File: src/rtl/mul_int_if.sv
// Handshake and result bundle for the sequential Booth multiplier.
interface mul_int_if #(
  parameter int unsigned DATA_WIDTH = 32
);
  logic                  en;
  logic                  opcode;
  logic [DATA_WIDTH-1:0] multiplicand;
  logic [DATA_WIDTH-1:0] multiplier;
  logic                  busy;
  logic                  almost_valid;
  logic                  valid_out;
  logic [DATA_WIDTH-1:0] product_lo;
  logic [DATA_WIDTH-1:0] product_hi;

  modport master (
    output en, opcode, multiplicand, multiplier,
    input  busy, almost_valid, valid_out, product_lo, product_hi
  );

  modport slave (
    input  en, opcode, multiplicand, multiplier,
    output busy, almost_valid, valid_out, product_lo, product_hi
  );
endinterface

File: src/rtl/mul_int.sv
// Sequential radix-2 Booth multiplier: W+1 steps over (W+1)-bit extended operands,
// one load cycle, then a one-cycle valid pulse. Signed or unsigned per opcode.
module mul_int #(
  parameter int unsigned DATA_WIDTH = 32
) (
  input logic   clock,
  input logic   reset,
  mul_int_if.slave bus
);
  localparam int unsigned W  = DATA_WIDTH;
  localparam int unsigned CW = $clog2(W) + 2;

  typedef enum logic {StIdle, StRun} state_e;

  state_e          state;
  logic [CW-1:0]   cnt;
  logic [W+1:0]    mcand;    // extended multiplicand, one guard bit above W+1
  logic [W+1:0]    acc;
  logic [W:0]      mplr;
  logic            mplr_m1;
  logic            almost_valid;
  logic            valid_out;
  logic [W-1:0]    product_lo;
  logic [W-1:0]    product_hi;
  logic [W+1:0]    addend;
  logic [W+1:0]    sum;

  always_comb begin
    addend = '0;
    case ({mplr[0], mplr_m1})
      2'b01:   addend = mcand;
      2'b10:   addend = ~mcand + (W+2)'(1);
      default: addend = '0;
    endcase
    sum = acc + addend;
  end

  always_ff @(posedge clock) begin
    if (reset) begin
      state        <= StIdle;
      cnt          <= '0;
      mcand        <= '0;
      acc          <= '0;
      mplr         <= '0;
      mplr_m1      <= 1'b0;
      almost_valid <= 1'b0;
      valid_out    <= 1'b0;
      product_lo   <= '0;
      product_hi   <= '0;
    end else begin
      almost_valid <= 1'b0;
      valid_out    <= 1'b0;
      case (state)
        StIdle: begin
          cnt <= '0;
          if (bus.en) begin
            mcand   <= {{2{bus.opcode & bus.multiplicand[W-1]}}, bus.multiplicand};
            mplr    <= {bus.opcode & bus.multiplier[W-1], bus.multiplier};
            acc     <= '0;
            mplr_m1 <= 1'b0;
            state   <= StRun;
          end
        end
        StRun: begin
          if (cnt == CW'(W + 1)) begin
            // {acc, mplr} holds the full product; keep its low 2W bits
            product_lo <= mplr[W-1:0];
            product_hi <= {acc[W-2:0], mplr[W]};
            valid_out  <= 1'b1;
            cnt        <= '0;
            state      <= StIdle;
          end else begin
            acc     <= {sum[W+1], sum[W+1:1]};
            mplr    <= {sum[0], mplr[W:1]};
            mplr_m1 <= mplr[0];
            cnt     <= cnt + CW'(1);
            if (cnt == CW'(W)) almost_valid <= 1'b1;
          end
        end
        default: state <= StIdle;
      endcase
    end
  end

  assign bus.busy         = (state == StRun);
  assign bus.almost_valid = almost_valid;
  assign bus.valid_out    = valid_out;
  assign bus.product_lo   = product_lo;
  assign bus.product_hi   = product_hi;
endmodule
File: src/flat_wrapper.sv
// flat-port wrapper written by rule: the top's interface ports become plain ports
module mul_int_flat 
#(
  parameter int unsigned DATA_WIDTH = 32
)
  (clock, reset, bus_en, bus_opcode, bus_multiplicand, bus_multiplier, bus_busy, bus_almost_valid, bus_valid_out, bus_product_lo, bus_product_hi);
  mul_int_if #(.DATA_WIDTH(DATA_WIDTH)) bus_i ();
  input logic clock;
  input logic reset;
  input wire logic [$bits(bus_i.en)-1:0] bus_en;
  input wire logic [$bits(bus_i.opcode)-1:0] bus_opcode;
  input wire logic [$bits(bus_i.multiplicand)-1:0] bus_multiplicand;
  input wire logic [$bits(bus_i.multiplier)-1:0] bus_multiplier;
  output wire logic [$bits(bus_i.busy)-1:0] bus_busy;
  output wire logic [$bits(bus_i.almost_valid)-1:0] bus_almost_valid;
  output wire logic [$bits(bus_i.valid_out)-1:0] bus_valid_out;
  output wire logic [$bits(bus_i.product_lo)-1:0] bus_product_lo;
  output wire logic [$bits(bus_i.product_hi)-1:0] bus_product_hi;
  assign bus_i.en = bus_en;
  assign bus_i.opcode = bus_opcode;
  assign bus_i.multiplicand = bus_multiplicand;
  assign bus_i.multiplier = bus_multiplier;
  assign bus_busy = bus_i.busy;
  assign bus_almost_valid = bus_i.almost_valid;
  assign bus_valid_out = bus_i.valid_out;
  assign bus_product_lo = bus_i.product_lo;
  assign bus_product_hi = bus_i.product_hi;
  mul_int #(.DATA_WIDTH(DATA_WIDTH)) u_core (.clock(clock), .reset(reset), .bus(bus_i));
endmodule
File: config.mk
export PLATFORM = sky130hd
export DESIGN_NAME = mul_int_flat
export DESIGN_NICKNAME = d
export VERILOG_FILES = /design/src/rtl/mul_int_if.sv /design/src/rtl/mul_int.sv /design/src/flat_wrapper.sv
export SDC_FILE = /design/constraint.sdc
export NUM_CORES = 1
export LEC_CHECK = 0
export ABC_CLOCK_PERIOD_IN_PS = 4700
export CAP_MARGIN = 20
export CORE_MARGIN = 8
export CORE_UTILIZATION = 50
export CTS_BUF_LIST = sky130_fd_sc_hd__clkbuf_4 sky130_fd_sc_hd__clkbuf_8
export DETAILED_ROUTE_END_ITERATION = 16
export GPL_ROUTABILITY_DRIVEN = 0
export GPL_TIMING_DRIVEN = 1
export PLACE_DENSITY = 0.77
export SETUP_SLACK_MARGIN = 0.1
export SYNTH_ARGS = -nofsm -noshare
export SYNTH_HDL_FRONTEND = slang
export SYNTH_SLANG_ARGS = --single-unit
File: constraint.sdc
create_clock -name clock -period 4.7 [get_ports clock]
set_input_delay 0.47 -clock clock [delete_from_list [all_inputs] [get_ports clock]]
set_output_delay 0.47 -clock clock [all_outputs]
set_load 0.05 [all_outputs]
==> results.cfg <==
[drt]
ant_nets = 0
wl_per_cell_um = 16.1
viasPerCell = 5.65
drc = 0
totalWireLength_mm = 24.9
met2_length_mm = 12.3
dr_total_vias = 8776
route.met3.wl_mm = 1.22
drt_first_pass_iters = 5
route.layer.met1.wl_mm = 10.7
drt_iter0_markers = 687
routed.top_layer = met4

[setup_path]
worst_setup_path_start_kind = register
slowest_delay_ns = 0.47
critPathBufInv = 2
end_kind = register
reg2reg_depth = 19
cp.arrival_ns = 4.98
path_common_cell = or4_4
path_depth = 19
crit_type = reg2reg
crit_start = u_core.mcand[0]
critPathMaxFanout = 5
r2r-start = u_core.mcand[0]
worstPathCellList = inv_2, ha_4, or3b_4, nor4b_4, buf_4, nand3_4, or4_4, or4_4, nor3_4, nor3_1, a21oi_2, nor2_1, ha_1, a21o_1, a211oi_2, o31a_1, a21boi_1, or3_1, a31o_2
slowest_stage = or4_4
critical_path.top_delay_family = simple AND/OR/NAND/NOR gates
required_ns = 5.06

[logic_synthesis]
avgSynthCellArea_um2 = 7.57
async_reset_ff_share_pct = 0
ys_warn_count = 0
ys_seq_elements = 174
ys_seq_area_share_pct = 38.3
synth_nets = 1308
syn-cell-area_um2 = 9080
synth_edf_count = 0
syn-instance-count = 1200
yosys.cell_types.count = 67
ys.flop_type = dfxtp_1

[floorplan]
num_rows = 49
fp.dieW_um = 151
core-area_um2 = 17900
die_area_um2 = 22700
dieHeight_um = 151
ioPinCount = 135
initial_utilization_pct = 50.7

[final_layout]
nets = 1419
antennaDiodeCount = 0
post-route-util_pct = 62.7
fin_cells = 1552
fillCellCount = 1612
syn2layout_area_growth_pct = 23.5
drive_gt1_share_pct = 8.62

[timing]
grt_setup_unrepaired = yes
period_share_pct = 98.3
hold_viol = 0
setup_viol = 0
clock.fmax_mhz = 216
fin_skew_ns = 0.0109
tightest_slew_ns = 1.09
min_period_ns = 4.62
slew_headroom_pct = 27.5
drv_slew = 0

[placement]
io_buffers = 134
post-dp-hpwl_mm = 17.3
post-place-cells = 1511

[clocking]
cts_hold_buf = 0
insertion_delay_ns = 0.46
clkSinkCount = 174
clk_pin_slew_ns = 0.09
cts_root_buf = clkbuf_8
cts_buffers = 17
htree_levels = 4
clockBufferDepth = 2
cts_tree = yes

[job]
cap_violations = 0

[pwr]
power_per_cell_area_nw_per_um2 = 279
fin_total_pwr_mw = 3.13
switchingPower_mw = 0.916
pwr-share-clk_pct = 33.0
leakage_nw = 4.24
p_sw_share_pct = 29.3
p_comb_share_pct = 16.3
p_int_mw = 2.21
ir_drop_v = 0.000178
seqPwrFrac_pct = 50.8

[run_status]
status = completed

[hold_path]
hold_class = reg2reg
holdPathStages = 2
hold_start = u_core.bus.product_hi[18]

[global_routing]
grt_pass1_vias = 8228
globalRouteOverflowTotal = 0
grt_use_total_pct = 21.7
grt_pass1_wl_mm = 40.4
grt_max_degree = 106
antenna_found_initial = 0
## worst register-to-register path, delay by kind of cell (launching register included)
| kind | cells | cell delay [ns] |
|---|---|---|
| fa+ha+maj | 2 | 0.49 |
| flops | 1 | 0.35 |
| compound gates | 6 | 1.08 |
| simple gates | 9 | 2.35 |
| buf+inv | 2 | 0.27 |
## metrics by stage
stage	TNS (ns)	instance area [um^2]	setup WS [ns]	hold slack, ns
2_1_floorplan	0	9080	0.275	0.432
3_3_place_gp	0	10600	0.0468	0.442
3_5_place_dp	-0.122	10600	-0.0897	0.446
4_1_cts	0	11100	0.119	0.456
5_1_grt	-0.102	11200	-0.102	0.470
6_report	0	11200	0.0788	0.455
## logic make-up after synthesis
| family | synth area share [%] |
|---|---|
| AND/OR/NAND/NOR | 25.1 |
| flip-flops | 38.3 |
| XOR/XNOR | 2.41 |
| multiplexers | 3.42 |
| buffers and inverters | 3.97 |
| adder cells (fa/ha/maj) | 5.59 |
| AO/OA/AOI/OAI | 21.2 |
## power groups by stage
stage	Clock (mW)	Combinational [mW]	Sequential (mW)
floorplan	0	0.338	1.60
global placement	0	0.473	1.62
detailed placement	0	0.481	1.62
CTS	1.05	0.493	1.58
global route	1.12	0.564	1.60
finish	1.03	0.509	1.59
## synth_stat cells (3+ instances only)
cell type  count  area, um^2
mux2i_1       31         310
a31oi_1        7        43.8
and2_1         6        37.5
xor2_1        12         105
a22oi_1        5        37.5
o31ai_1        4        30.0
o21a_1         5        37.5
and4_1         3        26.3
nor2_1       110         413
nand2b_1       9        56.3
dfxtp_1      174        3480
nor3_1        24         120
nand4_1        5        31.3
inv_1         18        67.6
nand3_1       42         210
a311oi_1       6        52.6
buf_2          3        15.0
a21oi_1      168         841
o21ai_0       34         170
or3_1          9        56.3
a211oi_1      38         285
a21o_1        20         150
nor4b_1        3        26.3
nor2b_1        6        37.5
buf_1          7        26.3
o31a_1         3        26.3
xnor2_1       13         114
nand2_1      271        1020
clkbuf_1      67         251
and3_1        10        62.6
ha_1          39         488
nand3b_1       3        22.5
## path summary, 6_finish.rpt
path / end / slack [ns]
worst max-delay path: u_core.acc[32] / 0.08
worst min-delay path: u_core.bus.product_hi[18] / 0.46
worst max register to register: u_core.acc[32] / 0.08
worst min register to register: u_core.bus.product_hi[18] / 0.46
## per-layer routing
| layer | vias to the layer above | track usage (%) |
|---|---|---|
| li1 | 4395 | - |
| met1 | 4094 | 26.4 |
| met2 | 237 | 37.0 |
| met3 | 50 | 4.15 |
| met4 | 0 | 8.41 |
| met5 | - | 0 |
## layout by cell type (no fill, tap or decap), drive strengths merged, types with 4 or more instances in the layout
master and n:
or3 9, clkdlybuf4s50 133, xnor2 13, dfxtp 174, buf 36, a311oi 6, and3 10, nor3 25
o31a 4, a31oi 7, o31ai 4, clkinvlp 4, a211oi 39, and2 6, nor4b 4, xor2 12
or4 4, nor2b 6, a21oi 169, nand3 43, nand2b 9, a21o 21, ha 39, mux2i 31
inv 21, o21ai 35, nor2 110, o21a 5, nand4 5, a22oi 5, nand2 271, clkbuf 21
## repair_timing
item | CTS | global route
endpoints found under the hold margin | 0 | 0
resized for setup | 9 | 26
endpoints found under the setup margin | 7 | 13
pin swaps | 4 | 12
buffers inserted | 5 | 5
## layout make-up
class | instances | area [um^2] | area share [%]
Multi-Input combinational cell | 931 | 5400 | 48.1
Clock inverter | 10 | 106 | 0.948
Inverter | 18 | 67.6 | 0.602
Clock buffer | 21 | 277 | 2.46
Tap cell | 229 | 287 | 2.55
Sequential cell | 174 | 3490 | 31.1
Timing Repair Buffer | 169 | 1600 | 14.3
## flip-flops by register name, summed over array words and instances (netlist names)
register / cells
u_core.bus.product_lo: 32
u_core.bus.almost_valid: 1
u_core.mcand: 33
u_core.acc: 33
u_core.mplr_m1: 1
u_core.cnt: 7
u_core.mplr: 33
u_core.bus.valid_out: 1
u_core.bus.busy: 1
u_core.bus.product_hi: 32
No activity file was read; power rests on OpenSTA's default activity.
